$ cat src/rtl/key_debounce_pkg.sv
// rtl/key_debounce_pkg.sv - shared state encoding and defaults for the key debouncer
package key_debounce_pkg;

  typedef enum logic [1:0] {
    IDLE         = 2'd0,
    PRESS_WAIT   = 2'd1,
    HELD         = 2'd2,
    RELEASE_WAIT = 2'd3
  } state_e;

  // 20 ms filter at 50 MHz, expressed as cycles minus one
  localparam int unsigned CNT_MAX_50MHZ_20MS = 999_999;

  function automatic int unsigned cnt_width(input int unsigned cnt_max);
    return (cnt_max < 1) ? 1 : $clog2(cnt_max + 1);
  endfunction

endpackage

$ cat src/rtl/sync_2ff.sv
// rtl/sync_2ff.sv - two-flop synchronizer for an asynchronous single-bit pin
module sync_2ff #(
  parameter logic RESET_VAL = 1'b1
) (
  input  logic system_clk,
  input  logic system_reset,
  input  logic async_i,
  output logic sync_o
);

  logic meta_q;
  logic sync_q;

  always_ff @(posedge system_clk or posedge system_reset) begin
    if (system_reset) begin
      meta_q <= RESET_VAL;
      sync_q <= RESET_VAL;
    end else begin
      meta_q <= async_i;
      sync_q <= meta_q;
    end
  end

  assign sync_o = sync_q;

endmodule

$ cat src/rtl/key_debounce.sv
// rtl/key_debounce.sv - debounces a raw key pin into level, press/release pulses and a toggling LED
module key_debounce
  import key_debounce_pkg::*;
#(
  parameter int unsigned CNT_MAX    = CNT_MAX_50MHZ_20MS,
  parameter logic        KEY_ACTIVE = 1'b0
) (
  input  logic system_clk,
  input  logic system_reset,
  input  logic key_0,
  output logic key_level,
  output logic key_press,
  output logic key_release,
  output logic led_0
);

  localparam int unsigned    CW       = cnt_width(CNT_MAX);
  localparam logic [CW-1:0]  CNT_LAST = CW'(CNT_MAX);

  logic key_sync;
  logic act;

  // Synchronizer idles at the released level so reset never looks like a press
  sync_2ff #(
    .RESET_VAL(~KEY_ACTIVE)
  ) u_sync (
    .system_clk  (system_clk),
    .system_reset(system_reset),
    .async_i     (key_0),
    .sync_o      (key_sync)
  );

  assign act = (key_sync == KEY_ACTIVE);

  state_e        state_q, state_d;
  logic [CW-1:0] cnt_q, cnt_d;
  logic          level_q, level_d;
  logic          press_q, press_d;
  logic          release_q, release_d;
  logic          led_q, led_d;

  always_ff @(posedge system_clk or posedge system_reset) begin
    if (system_reset) begin
      state_q   <= IDLE;
      cnt_q     <= '0;
      level_q   <= 1'b0;
      press_q   <= 1'b0;
      release_q <= 1'b0;
      led_q     <= 1'b0;
    end else begin
      state_q   <= state_d;
      cnt_q     <= cnt_d;
      level_q   <= level_d;
      press_q   <= press_d;
      release_q <= release_d;
      led_q     <= led_d;
    end
  end

  always_comb begin
    state_d   = state_q;
    cnt_d     = cnt_q;
    level_d   = level_q;
    press_d   = 1'b0;
    release_d = 1'b0;
    led_d     = led_q;
    case (state_q)
      IDLE: begin
        if (act) begin
          state_d = PRESS_WAIT;
          cnt_d   = '0;
        end
      end
      PRESS_WAIT: begin
        if (!act) begin
          state_d = IDLE;
          cnt_d   = '0;
        end else if (cnt_q == CNT_LAST) begin
          state_d = HELD;
          cnt_d   = '0;
          press_d = 1'b1;
          level_d = 1'b1;
          led_d   = ~led_q;
        end else begin
          cnt_d = cnt_q + CW'(1);
        end
      end
      HELD: begin
        if (!act) begin
          state_d = RELEASE_WAIT;
          cnt_d   = '0;
        end
      end
      RELEASE_WAIT: begin
        if (act) begin
          state_d = HELD;
          cnt_d   = '0;
        end else if (cnt_q == CNT_LAST) begin
          state_d   = IDLE;
          cnt_d     = '0;
          release_d = 1'b1;
          level_d   = 1'b0;
        end else begin
          cnt_d = cnt_q + CW'(1);
        end
      end
      default: begin
        state_d = IDLE;
        cnt_d   = '0;
      end
    endcase
  end

  assign key_level   = level_q;
  assign key_press   = press_q;
  assign key_release = release_q;
  assign led_0       = led_q;

endmodule

$ cat config.mk
export PLATFORM = sky130hd
export DESIGN_NAME = key_debounce
export DESIGN_NICKNAME = d
export VERILOG_FILES = /design/src/rtl/key_debounce_pkg.sv /design/src/rtl/sync_2ff.sv /design/src/rtl/key_debounce.sv
export SDC_FILE = /design/constraint.sdc
export NUM_CORES = 1
export LEC_CHECK = 0
export CELL_PAD_IN_SITES_DETAIL_PLACEMENT = 1
export CELL_PAD_IN_SITES_GLOBAL_PLACEMENT = 2
export CORE_MARGIN = 1
export CORE_UTILIZATION = 38
export DETAILED_ROUTE_END_ITERATION = 10
export PLACE_DENSITY = 0.88
export SYNTH_ARGS = -nofsm -noshare
export SYNTH_HDL_FRONTEND = slang
export SYNTH_HIERARCHICAL = 1
export SYNTH_SLANG_ARGS = --single-unit
$ cat constraint.sdc
create_clock -name system_clk -period 3.1 [get_ports system_clk]
set_input_delay 0.93 -clock system_clk [delete_from_list [all_inputs] [get_ports system_clk]]
set_output_delay 0.93 -clock system_clk [all_outputs]
set_load 0.005 [all_outputs]
Word-level counts from Yosys, hierarchy flattened
Index checks and enable logic that the tools add are counted.
- output and inout bits: 4
- bits in read-only memories: 0
- latch bits: 0
- bits of input ports: 3
- bits in writable memories: 0
- register bits: 28
- memories: 0
- logic and storage cells: 52
- add/subtract/negate cells: 1
- mux-type cells: 23
- bitwise operators: 2
- multipliers: 0
- eq/ne operators: 12
- shifts and indexed selects: 0
- magnitude comparators: 0
- reductions and logical operators: 6
- divide/modulo/power cells: 0
- operators by type and width (kind ; number):
    $mux W20 ; 5
    $pmux W20 S4 ; 1
    $add A20 B1 Y20 const B ; 1
    $eq A20 B20 Y1 const B ; 1
    $mux W2 ; 6
    $mux W1 ; 9
    $ne A2 B2 Y1 const B ; 4
    $pmux W2 S4 ; 1
    $reduce_and A5 Y1 ; 1
    $eq A2 B2 Y1 const B ; 2
    $ne A2 B1 Y1 const B ; 2
    $reduce_and A4 Y1 ; 1
    $ne A3 B2 Y1 const B ; 1
    $ne A3 B3 Y1 const B ; 1
    $reduce_and A3 Y1 ; 1
    $eq A2 B1 Y1 const B ; 1
    $logic_not A2 Y1 ; 1
    $not A1 Y1 ; 2
    $pmux W1 S2 ; 1
    $reduce_and A2 Y1 ; 1
    $reduce_bool A2 Y1 ; 1

Longest topological paths before layout
- depth in word-level cells: 4
- depth in mapped cells: 7
- gate-level depth less buffers: 6

Hierarchy
The synthesis kept the hierarchy.
- modules (own cells, without submodules) (module ; sequential area each (µm²) ; cells each ; times used ; area an instance (µm²)):
    key_debounce ; 650.6 ; 157 ; 1 ; 1466.4
    sync_2ff ; 52.6 ; 3 ; 1 ; 56.3

Least setup slack after synthesis
No wires, ideal clock.
- path kind: register to register
- from: reg cnt_q[7]
- to: reg cnt_q[7]
- cell stages (with the launch flop): 8
- path buffers: 2
- slack: 0.664 ns
- library setup time: 0.125 ns
- arrival: 2.311 ns
- required time: 2.975 ns
- period minus slack after synthesis: 2.436 ns
- cell sequence: dfrtp_1 -> buf_6 -> or4b_1 -> or4_4 -> o41a_1 -> buf_6 -> a21oi_1 -> mux2i_1
- word-level cells in the longest chain between the ends: 4
- elaborated cells on any way between the ends: 6
- those cells by class: add/sub (1); eq/ne (1); mux (4)
- ends and longest elaborated chain (item ; RTL line ; source):
    from (decl) ; key_debounce.sv:36 ; logic [CW-1:0] cnt_q, cnt_d;
    from (signal assigned) ; key_debounce.sv:52 ; cnt_q <= cnt_d;
    $add A20 B1 Y20 or $eq A20 B20 Y1 (tied branches) ; n/a ;
    $mux W20 (*) ; key_debounce.sv:78, key_debounce.sv:98 ;
    $mux W20, on equally long branches ; key_debounce.sv:95, key_debounce.sv:75 ;
    $pmux W20 S4 (*) ; key_debounce.sv:67 ; case (state_q)
Mark *: on every way between the ends. The rest lies on a longest branch, timed or not.
A chain may end at the register's enable or synchronous reset.

Final worst setup path
- from: reg cnt_q[7]
- to: reg cnt_q[16]
Same word-level chain as after synthesis.

==> reports/metrics.json <==
{
  "h-tree-depth": 1,
  "timing_worst_slew_pin_value_ps": 960,
  "slew_headroom_pct": 36.0,
  "async_reset_ff_share_pct": 100,
  "cts.path.max_buffers": 2,
  "gp_routability_congestion": 0.832,
  "number_of_failing_setup_endpoints_in_the_final_timing_report": 0,
  "io_pins": 7,
  "worstSkewPairLatency_ps": 280,
  "nNetsFinal": 170,
  "synth_commonest_cells": "dfrtp_1, nand2_1, nand3_1, inv_1",
  "max_cap_violations": 0,
  "seq_area_frac_synth_pct": 46.2,
  "fillerInstances": 440,
  "total_power_mw": 1.11,
  "worst_ep_arrival_ps": 3030,
  "design.die.area_um2": 4260,
  "synth_largest_area_cell": "dfrtp_1",
  "setup_skew_ps": 6.64,
  "ys.warnings.count": 6,
  "highest_net_fanout_along_the_worst_path": 22,
  "end_kind": "register",
  "area_growth_from_synthesis_to_final_layout_pct": 10.3,
  "ys.flop_type": "dfrtp_1",
  "worstSetupPathType": "register to register",
  "grt_pass1_vias": 1259,
  "core_region_area_um2": 3740,
  "drt_first_pass_iters": 4,
  "cts_made_buffers": 3,
  "grt_pass1_wl_um": 6760,
  "reg2reg_to": "cnt_q[16]",
  "synth_cell_type_count": 43,
  "tritoncts_clock_tree": "yes",
  "drt_iter0_drc": 45,
  "globalRouteOverflowTotal": 0,
  "dp.final_hpwl_um": 2600,
  "worstPathRequired_ps": 3260,
  "timing.rr.start": "cnt_q[7]",
  "share_of_the_clock_period_used_by_the_worst_path_pct": 92.5,
  "routedWlPerCell_um": 18.0,
  "post_cts_hold_buffer_count": 0,
  "min_path_type": "register to register",
  "antenna_left": 0,
  "post_cts_resized": 0,
  "final-hold-violation-count": 0,
  "synthCells": 160,
  "pin_count_of_the_biggest_net_entering_global_routing": 27,
  "run_status": "completed",
  "fmax_mhz": 349,
  "post_cts.repair.setup_buffers": 0,
  "cts_root_buffer": "clkbuf_8",
  "post_route_cells_drive_above_1_share_pct": 12.1,
  "leading_post_synthesis_cells_by_cell_area": "dfrtp_1, nand2_1, nand3_1",
  "clkSinkCount": 28,
  "start_kind": "register",
  "worstRegToRegCells": 5,
  "synth.net_count": 164,
  "timing_endpoint_of_the_critical_path": "cnt_q[16]",
  "drt_wl_total_um": 3820,
  "dieWidth_um": 65.3,
  "vias_per_cell": 5.87,
  "power.ir.vdd_worst_uv": 258,
  "power.leakage_nw": 0.657,
  "ys_ff_latch": 28,
  "number_of_antenna_violations_at_the_first_check_in_global_routing": 0,
  "setup.worst_path.start": "cnt_q[7]",
  "core.rowCount": 22,
  "mappedNetlistArea_um2": 1520,
  "via_count": 1251,
  "timing.final.crit_period_ps": 2870,
  "numPortBuffers": 6,
  "synth_enable_flop_cells": 0,
  "synthMostInstantiatedCell": "dfrtp_1",
  "clk_transition_reported_paths_ps": 110,
  "power_density_nw_per_um2": 661,
  "starting_density_of_the_core_pct": 40.7,
  "drt_drc_violations_left": 0,
  "report.final.slew_viol_count": 0,
  "register_to_register_setup_slack_ps": 230,
  "yosysTopAreaCellShare_pct": 42.7,
  "antenna_diode_count": 0,
  "grt_usage_pct": 21.0,
  "fp.dieH_um": 65.3,
  "synth.avg_cell_area_um2": 9.52,
  "final.setup.tns_ps": 0,
  "unrepaired_setup_endpoints_after_global_routing": "no",
  "worst_hold_startpoint": "u_sync/meta_q"
}
## how the worst min path moves through the flow
stage	to	slack, ps	cells after the start
floorplan	u_sync/sync_o	350	0
global placement	u_sync/sync_o	350	0
detailed placement	u_sync/sync_o	350	0
CTS	u_sync/sync_o	370	0
global route	u_sync/sync_o	370	0
finish	u_sync/sync_o	370	0
## report_power, final
group          internal (mW)  switching, mW
clock network          0.173          0.125
logic                  0.141          0.235
registers              0.394         0.0419
total                  0.708          0.402
## metal layers
layer	GRT usage (%)	wire [µm]
met2	33.0	1910
met5	0	0
met1	29.3	1790
met4	8.15	29
met3	2.43	101
## registers in the layout (all words and copies together), names as in the netlist, named ones only
name           flops
cnt_q             20
key_level          1
key_press          1
key_release        1
led_0              1
state_q            1
u_sync/meta_q      1
u_sync/sync_o      1
## cells by family (layout without fill, tap and decap cells)
| family | after synthesis | after routing | share of synthesized area (%) |
|---|---|---|---|
| simple gates | 66 | 66 | 24.1 |
| fa+ha+maj | 1 | 1 | 0.822 |
| xor+xnor | 4 | 4 | 2.30 |
| flops | 28 | 28 | 46.2 |
| buf+inv | 17 | 22 | 6.24 |
| mux | 5 | 5 | 3.29 |
| compound gates | 39 | 39 | 17.1 |
## stage by stage
step / setup slack, ps / util [%] / hold WS, ps / instances / area (µm²)
after floorplan: 664 / - / 345 / 160 / 1520
after global placement: 393 / 42.9 / 347 / 209 / 1610
after detailed placement: 312 / 42.9 / 349 / 209 / 1610
after CTS: 245 / 44.9 / 369 / 213 / 1680
after global routing: 114 / 44.9 / 373 / 213 / 1680
final: 234 / 44.9 / 366 / 213 / 1680
## final cells by class
cell class,instances,area (µm²),share of cell area (%)
clock buffer,3,41.3,2.46
tap,48,60.1,3.58
inverter,8,30.0,1.79
sequential,28,703,41.9
clock inverter,1,30.0,1.79
multi-input combinational,115,724,43.1
timing repair buffer,10,90.1,5.37
## cells in the final DEF (no fill, tap or decap), drive strengths merged, types with 6 or more instances in the layout
cell           Yosys  layout
dfrtp             26      26
nand4              7       7
o21ai             11      11
inv                8       8
a31oi              7       7
a21oi             12      12
clkdlybuf4s50      0       6
nand2             17      17
nand3             11      11
## worst max-delay path, cell delays in order, from the launching register on
cell and delay [ps]:
dfrtp_1 500, or4b_1 570, or4_4 520, o41a_1 790, or2b_1 290, a31oi_1 80
Power figures use the tool's default switching activity.
